File: config.mk
export PLATFORM = sky130hd
export DESIGN_NAME = alu_arbiter
export DESIGN_NICKNAME = d
export VERILOG_FILES = /design/src/rtl/alu_arbiter.sv
export SDC_FILE = /design/constraint.sdc
export NUM_CORES = 1
export LEC_CHECK = 0
export ABC_CLOCK_PERIOD_IN_PS = 3000
export BUFFER_PORTS_ARGS = -buffer_cell sky130_fd_sc_hd__buf_4
export CAP_MARGIN = 20
export CORE_ASPECT_RATIO = 1.2
export CORE_MARGIN = 3
export CORE_UTILIZATION = 39
export CTS_CLUSTER_SIZE = 16
export DETAILED_ROUTE_END_ITERATION = 8
export PLACE_DENSITY = 0.77
export SLEW_MARGIN = 20
export SYNTH_ARGS = -nofsm -noshare
export SYNTH_HDL_FRONTEND = slang
export SYNTH_SLANG_ARGS = --single-unit
File: constraint.sdc
create_clock -name clk -period 3 [get_ports clk]
set_input_delay 0.3 -clock clk [delete_from_list [all_inputs] [get_ports clk]]
set_output_delay 0.3 -clock clk [all_outputs]
set_load 0.1 [all_outputs]
File: src/rtl/alu_arbiter.sv
// Round-robin arbiter that lends one external 32-bit ALU to two requesters.
// The operation goes through request, one execute cycle, then a held response.
module alu_arbiter #(
    parameter int WIDTH = 32
) (
    input  logic             clk,
    input  logic             rst,
    input  logic             req0_valid,
    output logic             req0_ready,
    input  logic [2:0]       req0_ALUControl,
    input  logic [WIDTH-1:0] req0_A,
    input  logic [WIDTH-1:0] req0_B,
    input  logic             req1_valid,
    output logic             req1_ready,
    input  logic [2:0]       req1_ALUControl,
    input  logic [WIDTH-1:0] req1_A,
    input  logic [WIDTH-1:0] req1_B,
    output logic             rsp0_valid,
    input  logic             rsp0_ready,
    output logic             rsp1_valid,
    input  logic             rsp1_ready,
    output logic [WIDTH-1:0] rsp_Result,
    output logic [3:0]       rsp_Flags,
    output logic [2:0]       ALUControl,
    output logic [WIDTH-1:0] A,
    output logic [WIDTH-1:0] B,
    input  logic [WIDTH-1:0] Result,
    input  logic             oVerflow,
    input  logic             Carry,
    input  logic             Negative,
    input  logic             Zero,
    output logic             busy,
    output logic [1:0]       o_dbg_state
);

    // Handshakes: a transfer happens on the rising edge where valid and ready are both high.
    typedef enum logic [1:0] {
        IDLE = 2'd0,
        EXEC = 2'd1,
        RESP = 2'd2
    } state_t;

    state_t           r_state;
    logic             r_prio;
    logic             r_gnt_id;
    logic [2:0]       r_op;
    logic [WIDTH-1:0] r_a;
    logic [WIDTH-1:0] r_b;
    logic [WIDTH-1:0] r_result;
    logic [3:0]       r_flags;

    logic w_any;
    logic w_gnt;
    logic w_idle;
    logic w_rsp_hs;

    assign w_any  = req0_valid | req1_valid;
    // With both requesters waiting the priority pointer decides, otherwise the lone one wins.
    assign w_gnt  = (req0_valid && req1_valid) ? r_prio : req1_valid;
    assign w_idle = (r_state == IDLE);

    assign req0_ready = w_idle && w_any && !w_gnt;
    assign req1_ready = w_idle && w_any && w_gnt;

    assign rsp0_valid = (r_state == RESP) && !r_gnt_id;
    assign rsp1_valid = (r_state == RESP) && r_gnt_id;
    assign w_rsp_hs   = (rsp0_valid && rsp0_ready) || (rsp1_valid && rsp1_ready);

    assign rsp_Result  = r_result;
    assign rsp_Flags   = r_flags;
    assign ALUControl  = r_op;
    assign A           = r_a;
    assign B           = r_b;
    assign busy        = !w_idle;
    assign o_dbg_state = r_state;

    always_ff @(posedge clk or posedge rst) begin
        if (rst) begin
            r_state  <= IDLE;
            r_prio   <= 1'b0;
            r_gnt_id <= 1'b0;
            r_op     <= 3'd0;
            r_a      <= '0;
            r_b      <= '0;
            r_result <= '0;
            r_flags  <= 4'd0;
        end else begin
            case (r_state)
                IDLE: begin
                    if (w_any) begin
                        r_gnt_id <= w_gnt;
                        r_op     <= w_gnt ? req1_ALUControl : req0_ALUControl;
                        r_a      <= w_gnt ? req1_A : req0_A;
                        r_b      <= w_gnt ? req1_B : req0_B;
                        r_state  <= EXEC;
                    end
                end
                EXEC: begin
                    r_result <= Result;
                    r_flags  <= {oVerflow, Carry, Negative, Zero};
                    r_state  <= RESP;
                end
                RESP: begin
                    if (w_rsp_hs) begin
                        r_prio  <= ~r_gnt_id;
                        r_state <= IDLE;
                    end
                end
                default: r_state <= IDLE;
            endcase
        end
    end

endmodule

==> metrics <==
post-synthesis sequential area ratio between 50% and 60%; drt pass-1 iters 4; Final period util 74.8%; final setup vio count 0; vias in the first global route approximately 4300; Worst Max-Slew Pin Slew 0.885 ns; dominant cell type by area after synthesis dfrtp_1; Seq cells post-synth about 110; die width between 100 and 150 microns; most frequent cells in the layout 290 x buf_4, 107 x dfrtp_1, 67 x o21a_1, 67 x a221o_1, 37 x mux2_2; worst path cell trace nor2_1 > and3_4 > buf_4; critical path launch point type flip-flop; postcts setup bufs 0; Clock Pin Slew Worst Setup and Hold Paths roughly 0.070 ns; Critical Path Max Stage Delay roughly 0.57 ns; PortBufs about 290; fmax 0.446 GHz; Initial Util approximately 40%; Final Hold Fails 0; status completed; Mapped Cells 330; gr ovfl total 0; Worst-Skew Late Latency between 0.3 and 0.4 ns; row cnt 42; ANT cells 0; Placeable Area 0.0112 sq mm; max-slew violations 0; Crit Path Category reg -> out; global placer's final weighted congestion 0.780; R2R cell count 5; WL final between 10 and 15 mm; CTS H-Tree Depth 3; WL/cell 18.8 microns; die height around 120 microns; Total GRT Usage approximately a fifth; WP data arrival 1.94 ns; normalized max-slew margin between 40 and 50%; synth top area cells dfrtp_1 59%, a221o_1 15%, o21a_1 11%, mux2_2 9.1%, buf_2 1.5%; drt initial violations roughly 190; Final min period 2.24 ns; CTS Sinks 107; Cell variety after synth 18; CTS tree done; share of post-route cells with drive strength above 1 57.5%; worst r2r src o_dbg_state[0]$_DFFE_PP0P_; syn_nets between 500 and 600; Yosys Warn Count 0; CTS resizes 0; root buffer cell clkbuf_16; metal3 WL ~1.3 mm; Synth Cell Area between 0.004 and 0.005 sq mm; setup_tns 0 ns; MaxCap Viol Count 0; M1 WL around 5.4 mm; Placed Instances 742; HPWL after DPL ~11 mm; Post-route DRC 0; top-area cell type share of the netlist area roughly three fifths; worst reg2reg path endpoint B[5]$_DFFE_PP0P_; most common cell after layout, fill and taps aside buf_4; io pins around 290; CTS Buf Count 9; DR vias/cell 5.28; Final nets between 700 and 800; synthesized area per cell approximately 14 sq um; die area 0.0130 sq mm; DR vias about 4000; RSZ-0062 raised after global routing no; area grow syn2layout 55.5%; met2 WL approximately 7.2 mm; post-route insts no fill 758; largest net degree at the start of global routing 48; r2r setup slk between 1 and 1.5 ns; uppermost layer routed met5; Slowest cell on crit path and3_4; post-route ant nets 0; global-route wire length before repair about 22 mm; Fin Clk Skew about 0.010 ns; clk buf depth 2; critical path endpoint category output port; Worst Path Max Fanout 45; HP Class in -> async; Worst Path Required 2.70 ns; initial antenna violation count 1; # hold bufs at CTS 0
==> cells by family after synthesis <==
group / share of synthesized area (%)
compound gates: 26.2
buf+inv: 4.26
flops: 58.8
mux: 9.15
simple gates: 1.62
==> per-stage QoR <==
step | hold slack, ns | instance area [sq um] | utilization (%) | setup slack [ns]
2_1_floorplan | 0.440 | 4560 | - | 0.239
3_3_place_gp | 0.487 | 6790 | 60.7 | 1.14
3_5_place_dp | 0.494 | 6790 | 60.7 | 1.02
4_1_cts | 0.164 | 7080 | 63.3 | 0.697
5_1_grt | 0.178 | 7080 | 63.3 | 0.629
6_report | 0.141 | 7080 | 63.3 | 0.756
==> per-layer routing <==
metal	GRT usage (%)	vias up
li1	-	1821
met3	7.62	24
met1	23.8	1946
met5	0	-
met2	37.2	210
met4	8.03	2
==> cells in the mapped netlist <==
master and n:
buf_2 14, a221o_1 67, a22o_1 1, nor2_1 4, and3b_1 1, dfrtp_1 107, buf_6 5, clkbuf_1 14
mux2_2 37, inv_2 1, and3_4 1, nand2_1 2, nand2b_1 4, o21a_1 67, inv_1 1, buf_4 1
o21ai_0 2, and3_1 1
==> sequential cells by signal (all words and copies together) (netlist names) <==
| signal | cells |
|---|---|
| ALUControl | 3 |
| A | 32 |
| r_prio | 1 |
| rsp_Flags | 4 |
| o_dbg_state | 2 |
| r_gnt_id | 1 |
| rsp_Result | 32 |
| B | 32 |
==> worst max path at each step <==
stage	from	to	slack, ns	cells past startpoint
after floorplan	o_dbg_state[1]$_DFFE_PP0P_	r_prio$_DFFE_PP0P_	0.24	3
after global placement	o_dbg_state[0]$_DFFE_PP0P_	req1_ready	1.14	3
after detailed placement	o_dbg_state[0]$_DFFE_PP0P_	A[29]$_DFFE_PP0P_	1.02	5
after CTS	o_dbg_state[0]$_DFFE_PP0P_	req1_ready	0.70	3
after global routing	o_dbg_state[0]$_DFFE_PP0P_	req1_ready	0.63	3
final	o_dbg_state[0]$_DFFE_PP0P_	req1_ready	0.76	3
==> final cells by class <==
cell class	instances	area (sq um)
inverters	2	11.3
flip-flops and latches	107	2680
repair buffers	292	2220
multi-input cells	187	1690
clock inverters	2	35.0
fillers	861	4110
well taps	154	193
clock buffers	14	254
==> critical path, delay by kind of cell (launching register included) <==
family | cells | cell delay (ns)
simple gates | 2 | 0.79
flops | 1 | 0.42
buf+inv | 1 | 0.39
Power is not shown: default switching activity piles up to over one toggle a cycle in this logic, so the estimate is an artifact.
